==> src/rtl/ps2_host_tx.sv <==
// PS/2 host-to-device transmitter: request-to-send, shifts one command byte out on
// device clock falling edges, checks the device ACK and reports done or timeout error.
module ps2_host_tx #(
  parameter int INHIBIT_CYCLES = 6000,
  parameter int TIMEOUT_CYCLES = 1000000,
  parameter int SYNC_STAGES    = 2
) (
  input  logic       clock,
  input  logic       reset,
  input  logic       send,
  input  logic [7:0] tx_byte,
  input  logic       ps2_clk_in,
  input  logic       ps2_dat_in,
  output logic       ps2_clk_drive_low,
  output logic       ps2_dat_drive_low,
  output logic       busy,
  output logic       done,
  output logic       ack_ok,
  output logic       error
);

  localparam int IW = (INHIBIT_CYCLES > 1) ? $clog2(INHIBIT_CYCLES) : 1;
  localparam int TW = (TIMEOUT_CYCLES > 1) ? $clog2(TIMEOUT_CYCLES) : 1;
  localparam logic [IW-1:0] INH_LAST = IW'(INHIBIT_CYCLES - 1);
  localparam logic [TW-1:0] TO_LAST  = TW'(TIMEOUT_CYCLES - 1);

  typedef enum logic [2:0] {
    S_IDLE, S_INHIBIT, S_REQ, S_SHIFT, S_WAIT_IDLE, S_DONE, S_FAULT
  } state_t;

  state_t                 state_q, state_d;
  logic [7:0]             byte_q, byte_d;
  logic [IW-1:0]          inh_cnt_q, inh_cnt_d;
  logic [TW-1:0]          to_cnt_q, to_cnt_d;
  logic [3:0]             bit_cnt_q, bit_cnt_d;
  logic                   clk_drv_q, clk_drv_d;
  logic                   dat_drv_q, dat_drv_d;
  logic                   ack_q, ack_d;
  logic [SYNC_STAGES-1:0] clk_sync_q, clk_sync_d;
  logic [SYNC_STAGES-1:0] dat_sync_q, dat_sync_d;
  logic                   clk_prev_q, clk_prev_d;

  logic       clk_s, dat_s, fe, timeout, par;
  logic [3:0] bit_n;

  always_comb begin
    clk_sync_d = {clk_sync_q[SYNC_STAGES-2:0], ps2_clk_in};
    dat_sync_d = {dat_sync_q[SYNC_STAGES-2:0], ps2_dat_in};
    clk_s      = clk_sync_q[SYNC_STAGES-1];
    dat_s      = dat_sync_q[SYNC_STAGES-1];
    clk_prev_d = clk_s;
    fe         = clk_prev_q & ~clk_s;
    timeout    = (to_cnt_q == TO_LAST);
    par        = ~^byte_q;
    bit_n      = bit_cnt_q + 4'd1;
  end

  always_comb begin
    state_d   = state_q;
    byte_d    = byte_q;
    inh_cnt_d = inh_cnt_q;
    to_cnt_d  = to_cnt_q;
    bit_cnt_d = bit_cnt_q;
    clk_drv_d = clk_drv_q;
    dat_drv_d = dat_drv_q;
    ack_d     = ack_q;
    case (state_q)
      S_IDLE: begin
        if (send) begin
          byte_d    = tx_byte;
          ack_d     = 1'b0;
          inh_cnt_d = '0;
          clk_drv_d = 1'b1;
          dat_drv_d = (INHIBIT_CYCLES == 1);
          state_d   = S_INHIBIT;
        end
      end
      S_INHIBIT: begin
        // The start bit is pulled low in the last inhibit cycle, before clk is released.
        if (inh_cnt_q == INH_LAST) begin
          clk_drv_d = 1'b0;
          dat_drv_d = 1'b1;
          to_cnt_d  = '0;
          bit_cnt_d = '0;
          state_d   = S_REQ;
        end else begin
          inh_cnt_d = inh_cnt_q + IW'(1);
          dat_drv_d = ((inh_cnt_q + IW'(1)) == INH_LAST);
        end
      end
      S_REQ, S_SHIFT, S_WAIT_IDLE: begin
        if (timeout) begin
          clk_drv_d = 1'b0;
          dat_drv_d = 1'b0;
          ack_d     = 1'b0;
          state_d   = S_FAULT;
        end else if (fe) begin
          to_cnt_d = '0;
          // Falling edges after the ACK edge only restart the idle timeout.
          if (state_q != S_WAIT_IDLE) begin
            bit_cnt_d = bit_n;
            state_d   = S_SHIFT;
            if (bit_n <= 4'd8) begin
              dat_drv_d = ~byte_q[bit_cnt_q[2:0]];
            end else if (bit_n == 4'd9) begin
              dat_drv_d = ~par;
            end else if (bit_n == 4'd10) begin
              dat_drv_d = 1'b0;
            end else begin
              ack_d   = ~dat_s;
              state_d = S_WAIT_IDLE;
            end
          end
        end else if (state_q == S_WAIT_IDLE && clk_s && dat_s) begin
          state_d = S_DONE;
        end else begin
          to_cnt_d = to_cnt_q + TW'(1);
        end
      end
      S_DONE:  state_d = S_IDLE;
      S_FAULT: state_d = S_IDLE;
      default: state_d = S_IDLE;
    endcase
  end

  always_ff @(posedge clock or posedge reset) begin
    if (reset) begin
      state_q    <= S_IDLE;
      byte_q     <= '0;
      inh_cnt_q  <= '0;
      to_cnt_q   <= '0;
      bit_cnt_q  <= '0;
      clk_drv_q  <= 1'b0;
      dat_drv_q  <= 1'b0;
      ack_q      <= 1'b0;
      clk_sync_q <= '1;
      dat_sync_q <= '1;
      clk_prev_q <= 1'b1;
    end else begin
      state_q    <= state_d;
      byte_q     <= byte_d;
      inh_cnt_q  <= inh_cnt_d;
      to_cnt_q   <= to_cnt_d;
      bit_cnt_q  <= bit_cnt_d;
      clk_drv_q  <= clk_drv_d;
      dat_drv_q  <= dat_drv_d;
      ack_q      <= ack_d;
      clk_sync_q <= clk_sync_d;
      dat_sync_q <= dat_sync_d;
      clk_prev_q <= clk_prev_d;
    end
  end

  assign ps2_clk_drive_low = clk_drv_q;
  assign ps2_dat_drive_low = dat_drv_q;
  assign busy              = (state_q != S_IDLE);
  assign done              = (state_q == S_DONE);
  assign error             = (state_q == S_FAULT);
  assign ack_ok            = ack_q;

endmodule

==> config.mk <==
export PLATFORM = sky130hd
export DESIGN_NAME = ps2_host_tx
export DESIGN_NICKNAME = d
export VERILOG_FILES = /design/src/rtl/ps2_host_tx.sv
export SDC_FILE = /design/constraint.sdc
export NUM_CORES = 1
export LEC_CHECK = 0
export BUFFER_PORTS_ARGS = -buffer_cell sky130_fd_sc_hd__buf_2
export CAP_MARGIN = 20
export CORE_MARGIN = 2
export CORE_UTILIZATION = 50
export CTS_CLUSTER_DIAMETER = 40
export DETAILED_ROUTE_END_ITERATION = 16
export GPL_TIMING_DRIVEN = 0
export MAX_ROUTING_LAYER = met4
export PLACE_DENSITY_LB_ADDON = 0.12
export SKIP_CTS_REPAIR_TIMING = 1
export SYNTH_ARGS = -nofsm -noshare
export SYNTH_HDL_FRONTEND = slang
export SYNTH_SLANG_ARGS = --single-unit
==> constraint.sdc <==
create_clock -name clock -period 2.1 [get_ports clock]
set_input_delay 0.21 -clock clock [delete_from_list [all_inputs] [get_ports clock]]
set_output_delay 0.21 -clock clock [all_outputs]
set_load 0.02 [all_outputs]
Word-level counts from Yosys, hierarchy flattened
Index checks and enable logic that the tools add are counted.
{ "op_classes": {"add_sub_neg": 3, "n_reduce_logical": 18, "eq_ne": 28, "n_mux": 45, "bitwise": 5, "n_lt_le_gt_ge": 2} }
{ "ops": {"columns": ["cell", "n"], "rows": [
  ["$mux 20", 4],
  ["$pmux 20 s2", 1],
  ["$mux 3", 9],
  ["$eq 13x13->1 const B", 2],
  ["$mux 13", 2],
  ["$pmux 13 s2", 1],
  ["$ne 3x3->1 const B", 7],
  ["$add 20x1->20 const B", 1],
  ["$eq 20x20->1 const B", 1],
  ["$mux 1", 18],
  ["$mux 4", 4],
  ["$ne 2x2->1 const B", 7],
  ["$add 13x1->13 const B", 1],
  ["$reduce_and 4->1", 3],
  ["$reduce_and 5->1", 2],
  ["$eq 3x3->1 const B", 3],
  ["$pmux 3 s3", 1],
  ["$eq 4x4->1 const B", 2],
  ["$ne 4x4->1 const B", 2],
  ["$pmux 4 s2", 1],
  ["$reduce_xnor 8->1", 1],
  ["$reduce_and 7->1", 1],
  ["$eq 3x2->1 const B", 2],
  ["$pmux 1 s3", 2],
  ["other kinds (16)", 23]
]} }
{ "totals": {"wordCells": 112, "ff_bits": 56} }

Logic depth before layout (Yosys ltp)
Gate-level depths: netlist of run 1.
{ "logic_depth": {"ltp_word": 9, "ltp_mapped": 8} }

Worst setup path before layout of run 1
No wires, ideal clock.
{ "synth_timing": {"path_kind": "register -> register", "startpoint": "register inh_cnt_q[0]", "endpoint": "register dat_drv_q, in the netlist ps2_dat_drive_low", "setup_slack_ns": 0.047, "synth_period_minus_slack_ns": 2.053, "stages_incl_launch_ff": 9, "n_path_buf": 1, "required_ns": 2.034, "arrival_ns": 1.987, "path_cell_list": "dfrtp_1 > ha_1 > and4_1 > buf_6 > nor3b_4 > xor2_1 > nand4_1 > o41ai_1 > o32a_1"} }
{ "synth_via": {"elab_chain_cells": 4} }
{ "synth_lines": {"columns": ["item", "line_no", "rtl"], "rows": [
  ["start: declaration", "33", "logic [IW-1:0] inh_cnt_q, inh_cnt_d;"],
  ["start signal: assignment", "142", "inh_cnt_q <= inh_cnt_d;"],
  ["$add 13x1->13", "88", "dat_drv_d = ((inh_cnt_q + IW'(1)) == INH_LAST);"],
  ["$eq 13x13->1", "88", null],
  ["$mux 1 *", "80", "if (inh_cnt_q == INH_LAST) begin"],
  ["$pmux 1 s3 *", "67", "case (state_q)"],
  ["end signal: assignment", "146", "dat_drv_q <= dat_drv_d;"],
  ["end: declaration", "37", "logic dat_drv_q, dat_drv_d;"]
]} }
Every way passes the cells marked *; elsewhere a longest branch is shown, timed or not.
A chain may end at the register's enable or synchronous reset.

Worst setup path after layout of run 1
{ "layout_timing": {"startpoint": "register to_cnt_q[0]", "endpoint": "register to_cnt_q[11]"} }
{ "layout_via": {"elab_chain_cells": 5} }
{ "layout_lines": {"columns": ["item", "line_no", "rtl"], "rows": [
  ["start: declaration", "34", "logic [TW-1:0] to_cnt_q, to_cnt_d;"],
  ["start signal: assignment", "143", "to_cnt_q <= to_cnt_d;"],
  ["$add 20x1->20", "117", "to_cnt_d = to_cnt_q + TW'(1);"],
  ["$mux 20", "114", "end else if (state_q == S_WAIT_IDLE && clk_s && dat_s) begin"],
  ["$mux 20", "97", "end else if (fe) begin"],
  ["$mux 20", "92", "if (timeout) begin"],
  ["$pmux 20 s2", "67", null]
]} }
Several ways; a longest one is shown, not always the timed one. The select of a mux whose other input is x is not followed.

==> results.ini, run 1 <==
[outcome]
status = complete, no violations

[yosys]
netlist_top_cells_count = dfrtp_1, o21ai_0, nand2_1
yosysSeqAreaShare_pct = 42.1
ys_async_sr_fraction_pct = 100
ys_warn_count = 0
synth_nets = 385
synth.top_cell.area_share_pct = 38.1
synth_area_leaders = dfrtp_1, o21ai_0, nand3_1
syn-cell-area_um2 = 3350
syn_avg_cell_area_um2 = 9.17
ys_seq_elements = 56
ys_types = 63
synth_cells = 365
yosysTopAreaCell = dfrtp_1
synth-edff-count = 0
synth_most_common_cell = dfrtp_1
ys.flop_type = dfrtp_1

[floorplanning]
die_h_um = 85.8
start_util_pct = 52.1
boundaryPins = 19
die_width_um = 85.8
core-area_um2 = 6420
rows = 29
die_area_um2 = 7360

[global_routing]
antenna_found_initial = 0
grt_pass1_wl_mm = 13.2
grt_pass1_vias = 2683
overflow = 0
grtUsageTotal_pct = 22.8
grt_max_degree = 41

[sta]
drv_slew = 0
setup_violations = 0
tightest_slew_ns = 0.462
min_period_over_period_pct = 98.1
hold_slack_ns = 0.119
hold_violations = 0
rsz0062_at_grt = yes
fmax_mhz = 485
slew_headroom_pct = 69.0
finalCriticalPeriod_ns = 2.06
skew_ns = 0.0113

[setup_path]
endpoint_kind = flip-flop
crit_type = reg2reg
required_ns = 2.33
startpoint_type = flip-flop
arrival_ns = 2.29
cp_max_fo = 10

[route]
ant_nets = 0
routedWlPerCell_um = 16.7
via_count = 3033
avgViaCountPerCell = 6.08
drtPass1Iterations = 6
drtIter0Drc = 245
drt_wl_total_mm = 8.33
remaining_drc_errors = 0

[layout]
final_nets = 441
antenna_cells = 0
utilization_pct = 65.0
fillers = 522
drive_above_1_share_pct = 33.2
area_growth_pct = 24.7

[clocking]
htreeDepth = 2
clockRootBuffer = clkbuf_8
cts-buffers-inserted = 5
clkSinkCount = 56
clkSlewWorstSetupHoldPaths_ns = 0.11
clockBufferDepth = 2
tritoncts = built
clock_latency_ns = 0.32

[min_path]
min_path_type = in2reg

[power]
ir_worst_vdd_mv = 0.720
p_leak_nw = 1.78
power_density_nw_per_um2 = 1190

[placement]
dp_hpwl_mm = 5.37
io_buffer_count = 18
gp_congestion = 0.866

[run]
max_cap_viol_count = 0

==> registers in the layout, summed over array words and instances (netlist names) <==
register           flops
ack_ok                 1
bit_cnt_q              4
byte_q                 8
clk_prev_q             1
clk_sync_q             2
dat_sync_q             2
inh_cnt_q             13
ps2_clk_drive_low      1
ps2_dat_drive_low      1
state_q                3
to_cnt_q              20
==> final cells by class <==
class	instances	area, um^2	area share [%]
Multi-Input combinational cell	289	2090	50.0
Sequential cell	56	1410	33.8
Timing Repair Buffer	49	343	8.21
Buffer	13	96.3	2.31
Tap cell	77	96.3	2.31
Clock buffer	5	68.8	1.65
Clock inverter	3	46.3	1.11
Inverter	7	26.3	0.629
==> metal layers <==
metal	part of all wire [%]	up-vias	global-route usage, %
li1	-	1467	-
met1	49	1491	34.2
met2	46	67	33.1
met3	3.2	8	3.18
met4	1.0	0	4.91
met5	0	-	-
==> power by group <==
group / internal [mW] / switching (mW)
Clock: 0.360 / 0.384
Combinational: 1.18 / 1.49
Sequential: 1.30 / 0.250
Total: 2.85 / 2.13
==> cell usage in the layout, fill, tap and decap left out, types with 3 or more instances in the layout <==
cell type and count:
xnor2_1 7, a21oi_1 15, nand2_1 34, nand2b_1 9
nand3_1 23, dlygate4sd3_1 3, mux2_2 10, dfrtp_1 47
o21ai_2 4, xor2_1 3, clkbuf_4 3, nor2_1 25
o41ai_2 3, nand4_1 7, nor3_1 3, o41ai_1 4
o21ai_1 11, dfstp_2 5, dfrtp_2 4, buf_2 20
o31ai_2 3, nand3_2 5, and3_1 4, mux2i_1 3
or4_1 3, o21ai_0 33, inv_1 6, ha_1 4
clkbuf_2 3, clkbuf_8 5, buf_4 30, o31ai_1 9
==> path summary, 6_finish.rpt <==
kind,start,to,slack [ns],depth (start not counted)
worst max-delay path,to_cnt_q[0]$_DFFE_PP0P_,to_cnt_q[11]$_DFFE_PP0P_,0.04,8
worst min-delay path,tx_byte[3],byte_q[3]$_DFFE_PP0P_,0.12,2
worst max register to register,to_cnt_q[0]$_DFFE_PP0P_,to_cnt_q[11]$_DFFE_PP0P_,0.04,8
worst min register to register,dat_sync_q[0]$_DFF_PP1_,dat_sync_q[1]$_DFF_PP1_,0.36,0
max in group asynchronous,reset,clk_sync_q[0]$_DFF_PP1_,1.09,4
min in group asynchronous,reset,to_cnt_q[6]$_DFFE_PP0P_,0.41,3
==> cells by family (layout without fill, tap and decap cells) <==
group / Yosys count / after routing / synth area share, %
flip-flops: 56 / 56 / 42.1
multiplexers: 15 / 15 / 5.61
AND/OR/NAND/NOR: 152 / 152 / 25.0
buffers and inverters: 21 / 77 / 2.84
AO/OA/AOI/OAI: 103 / 104 / 19.0
adder cells (fa/ha/maj): 7 / 7 / 2.62
XOR/XNOR: 11 / 11 / 2.88
==> per-stage QoR <==
stage | power (mW) | TNS, ns | instance area, um^2 | instances | worst slack, ns
finish | 4.98 | 0 | 4180 | 499 | 0.0396
floorplan | 3.18 | 0 | 3350 | 365 | 0.0474
CTS | 4.47 | -10.27 | 3670 | 469 | -0.444
global route | 5.31 | -0.278 | 4180 | 499 | -0.0435
detailed placement | 3.72 | -8.89 | 3550 | 461 | -0.407
global placement | 3.66 | -22.23 | 3530 | 460 | -0.378
==> worst max-delay path, stage by stage, from the launching register on <==
cell	delay (ns)
dfrtp_1	0.44
ha_4	0.19
nand4_1	0.20
nor2_2	0.10
and3_4	0.22
o21a_4	0.24
nand2b_4	0.18
buf_8	0.16
o31ai_2	0.24
Power figures use the tool's default switching activity.
==> run 2: changes to the inputs <==
--- a/config.mk
+++ b/config.mk
@@ -7,8 +7,10 @@
 export LEC_CHECK = 0
 export BUFFER_PORTS_ARGS = -buffer_cell sky130_fd_sc_hd__buf_2
 export CAP_MARGIN = 20
+export CELL_PAD_IN_SITES_DETAIL_PLACEMENT = 0
+export CELL_PAD_IN_SITES_GLOBAL_PLACEMENT = 1
 export CORE_MARGIN = 2
-export CORE_UTILIZATION = 50
+export CORE_UTILIZATION = 43
 export CTS_CLUSTER_DIAMETER = 40
 export DETAILED_ROUTE_END_ITERATION = 16
 export GPL_TIMING_DRIVEN = 0
==> results.ini, run 2 (synthesis gave the netlist of run 1 again) <==
[placement]
post-place-cells = 486
place_ws_ns = -0.499
io_buffer_count = 18
dp_hpwl_mm = 5.67
gp_congestion = 0.830

[sta]
drv_slew = 0
skew_ns = 0.0206
hold_violations = 0
worst_slack_ns = 0.0458
hold_slack_ns = 0.123
fmax_mhz = 487
tightest_slew_ns = 0.579
slew_headroom_pct = 61.0
setup_violations = 0
min_period_over_period_pct = 97.8
rsz0062_at_grt = yes
finalCriticalPeriod_ns = 2.05

[min_path]
holdCritStartpoint = tx_byte[0]
min_path_type = in2reg

[floorplanning]
die_area_um2 = 8510
boundaryPins = 19
die_width_um = 92.2
die_h_um = 92.2
start_util_pct = 43.8
core-area_um2 = 7650
rows = 32

[power]
clkPwrFrac_pct = 12.4
combinationalPowerShare_pct = 55.4
p_total_mw = 4.80
ir_worst_vdd_mv = 0.618
seqPwrFrac_pct = 32.2
switching_share_pct = 42.9
internal_power_mw = 2.74
p_switching_mw = 2.06
power_density_nw_per_um2 = 1170
p_leak_nw = 1.71

[setup_path]
crit_type = reg2reg
cp-startpoint = state_q[0]$_DFFE_PP0P_
arrival_ns = 2.30
reg2reg_slack_ns = 0.05
cp_max_fo = 5
endpoint_kind = flip-flop
regToRegStartpoint = state_q[0]$_DFFE_PP0P_
required_ns = 2.35
startpoint_type = flip-flop

[layout]
layout_common_cells = dfrtp_1, o21ai_0, nand2_1, nand3_1, nor2_1
max_flop_register = to_cnt_q
drive_above_1_share_pct = 30.6
antenna_cells = 0
layout.cells.non_filler = 517
final_nets = 434
fillers = 746
area_growth_pct = 22.7
layout_commonest_cell = dfrtp_1
multi_input_area_um2 = 2060
largest_reg_flops = 20
regArea_um2 = 1420
largestRegisters = to_cnt_q: 20 flops, inh_cnt_q: 13 flops, byte_q: 8 flops

[clocking]
clkSinkCount = 56
cts-buffers-inserted = 5
clockRootBuffer = clkbuf_8
clockBufferDepth = 2
clock_latency_ns = 0.32
htreeDepth = 2
tritoncts = built
clkSlewWorstSetupHoldPaths_ns = 0.10

[global_routing]
antenna_found_initial = 0
overflow = 0
grt_pass1_wl_mm = 13.5
grt_max_degree = 34
grt_pass1_vias = 2678
grtUsageTotal_pct = 20.3

[route]
drtPass1Iterations = 4
drt_wl_total_mm = 8.40
via_count = 2977
avgViaCountPerCell = 5.76
ant_nets = 0
remaining_drc_errors = 0
drtIter0Drc = 201
routedWlPerCell_um = 16.3

[run]
max_cap_viol_count = 0

[outcome]
status = complete, no violations

[run 2: cell count changes in the layout (fill, tap and decap cells not counted), sizes merged]
cell and change:
buf -6, clkinv +1, bufinv -1, inv -1
[run 2: through the flow]
| step | TNS, ns | cell area [um^2] | utilization (%) |
|---|---|---|---|
| after global placement | -27.39 | 3560 | 46.6 |
| after global routing | -0.342 | 4110 | 53.7 |
| after detailed placement | -11.59 | 3580 | 46.9 |
| after CTS | -12.01 | 3670 | 48.0 |
| after floorplan | 0 | 3350 | - |
| final | 0 | 4110 | 53.7 |
[run 2: final cells by class]
class                           instances  area share [%]
Multi-Input combinational cell        289            50.2
Sequential cell                        56            34.5
Timing Repair Buffer                   42            7.16
Tap cell                              102            3.11
Buffer                                 13            2.41
Clock buffer                            6            1.77
Inverter                                7           0.640
Clock inverter                          2           0.305
[run 2: power by group through the flow]
stage,Sequential [mW],Combinational (mW),Clock (mW)
after detailed placement,1.54,2.20,0
after floorplan,1.51,1.67,0
final,1.54,2.66,0.597
after CTS,1.52,2.22,0.615
after global routing,1.58,2.94,0.670
after global placement,1.53,2.17,0
[run 2: path summary, 6_finish.rpt]
path,end,cells past startpoint
worst min-delay path,byte_q[0]$_DFFE_PP0P_,2
max in group asynchronous,clk_sync_q[1]$_DFF_PP1_,4
worst max register to register,to_cnt_q[15]$_DFFE_PP0P_,6
min in group asynchronous,inh_cnt_q[7]$_DFFE_PP0P_,3
worst min register to register,dat_sync_q[1]$_DFF_PP1_,0
worst max-delay path,to_cnt_q[15]$_DFFE_PP0P_,6
[run 2: metal layers]
metal,GRT usage (%),wire length (um)
met5,-,0
met4,4.23,57
met3,3.04,237
met2,28.9,3810
met1,30.8,4300
[run 2: critical path, stage by stage (launching register included)]
cell and delay (ns):
dfrtp_2 0.46, or3b_4 0.43, a21oi_4 0.16, nor2_1 0.09, o21a_4 0.25, or4_1 0.51, nand3_1 0.09
==> run 3: changes to the inputs <==
--- a/config.mk
+++ b/config.mk
@@ -14,7 +14,6 @@
 export CTS_CLUSTER_DIAMETER = 40
 export DETAILED_ROUTE_END_ITERATION = 16
 export GPL_TIMING_DRIVEN = 0
-export MAX_ROUTING_LAYER = met4
 export PLACE_DENSITY_LB_ADDON = 0.12
 export SKIP_CTS_REPAIR_TIMING = 1
 export SYNTH_ARGS = -nofsm -noshare
==> results.ini, run 3 (synthesis gave the netlist of run 1 again) <==
[run]
max_cap_viol_count = 0

[layout]
largestRegisters = to_cnt_q: 20 flops, inh_cnt_q: 13 flops, byte_q: 8 flops
final_nets = 434
largest_reg_flops = 20
layout_commonest_cell = dfrtp_1
antenna_cells = 0
max_flop_register = to_cnt_q
area_growth_pct = 22.7
layout_common_cells = dfrtp_1, o21ai_0, nand2_1, nand3_1, nor2_1
drive_above_1_share_pct = 30.4
utilization_pct = 53.7

[clocking]
clock_latency_ns = 0.32
cts-buffers-inserted = 5
htreeDepth = 2
clockRootBuffer = clkbuf_8
clockBufferDepth = 2
clkSlewWorstSetupHoldPaths_ns = 0.10
tritoncts = built
clkSinkCount = 56

[power]
combinationalPowerShare_pct = 55.4
switching_share_pct = 43.0
power_density_nw_per_um2 = 1170
seqPwrFrac_pct = 32.2
clkPwrFrac_pct = 12.4
p_leak_nw = 1.71
internal_power_mw = 2.74
p_switching_mw = 2.06
ir_worst_vdd_mv = 0.619

[global_routing]
grtUsageTotal_pct = 19.7
grt_pass1_wl_mm = 13.5
grt_pass1_vias = 2671
antenna_found_initial = 0
grt_max_degree = 34
overflow = 0

[route]
drt_wl_total_mm = 8.42
routedWlPerCell_um = 16.3
drtIter0Drc = 177
via_count = 2963
remaining_drc_errors = 0
ant_nets = 0
avgViaCountPerCell = 5.73
drtPass1Iterations = 4

[floorplanning]
rows = 32
die_h_um = 92.2
die_area_um2 = 8510
boundaryPins = 19
start_util_pct = 43.8
core-area_um2 = 7650
die_width_um = 92.2

[setup_path]
arrival_ns = 2.31
crit_type = reg2reg
startpoint_type = flip-flop
endpoint_kind = flip-flop
required_ns = 2.35
cp_max_fo = 5

[sta]
fmax_mhz = 484
drv_slew = 0
finalCriticalPeriod_ns = 2.06
hold_violations = 0
rsz0062_at_grt = yes
fin_setup_tns_ns = 0
skew_ns = 0.0197
min_period_over_period_pct = 98.3
tightest_slew_ns = 0.569
setup_violations = 0
slew_headroom_pct = 61.7
hold_slack_ns = 0.122

[placement]
io_buffer_count = 18
dp_hpwl_mm = 5.67
gp_congestion = 0.818

[min_path]
min_path_type = in2reg

[outcome]
status = complete, no violations

run 3: per-layer routing:
layer / up-vias / routed length [um] / track usage (%)
li1: 1456 / - / -
met1: 1455 / 4260 / 30.7
met2: 48 / 3840 / 28.9
met3: 4 / 269 / 3.04
met4: 0 / 47 / 3.86
met5: - / 0 / 0
run 3: path summary, 6_finish.rpt:
path	depth (start not counted)	end	startpoint	slack (ns)
worst max-delay path	6	to_cnt_q[15]$_DFFE_PP0P_	state_q[0]$_DFFE_PP0P_	0.04
worst min-delay path	2	byte_q[0]$_DFFE_PP0P_	tx_byte[0]	0.12
worst max register to register	6	to_cnt_q[15]$_DFFE_PP0P_	state_q[0]$_DFFE_PP0P_	0.04
worst min register to register	0	dat_sync_q[1]$_DFF_PP1_	dat_sync_q[0]$_DFF_PP1_	0.36
max in group asynchronous	4	clk_sync_q[1]$_DFF_PP1_	reset	0.98
min in group asynchronous	3	inh_cnt_q[7]$_DFFE_PP0P_	reset	0.47
run 3: critical path, cell delays in order (launching register included):
cell and delay [ns]:
dfrtp_2 0.46, or3b_4 0.43, a21oi_4 0.16, nor2_1 0.10, o21a_4 0.25, or4_1 0.51, nand3_1 0.10
run 3: cell type report:
cell class	count	area, um^2
tap	102	128
clock buffer	6	72.6
sequential	56	1420
fill	747	3540
inverter	7	26.3
timing repair buffer	42	294
buffer	13	98.8
clock inverter	2	12.5
multi-input combinational	289	2060
run 3: per-stage QoR:
step	total power, mW	instances	cell area [um^2]	setup slack (ns)
final	4.80	517	4110	0.0358
after global routing	5.18	517	4110	-0.0548
after CTS	4.35	494	3670	-0.498
after detailed placement	3.74	486	3580	-0.499
after global placement	3.71	485	3560	-0.460
after floorplan	3.18	365	3350	0.0474
run 3: power groups by stage:
stage | sequential (mW) | combinational [mW] | clock [mW]
2_1_floorplan | 1.51 | 1.67 | 0
3_3_place_gp | 1.53 | 2.17 | 0
3_5_place_dp | 1.54 | 2.20 | 0
4_1_cts | 1.52 | 2.22 | 0.615
5_1_grt | 1.58 | 2.93 | 0.665
6_report | 1.55 | 2.66 | 0.595
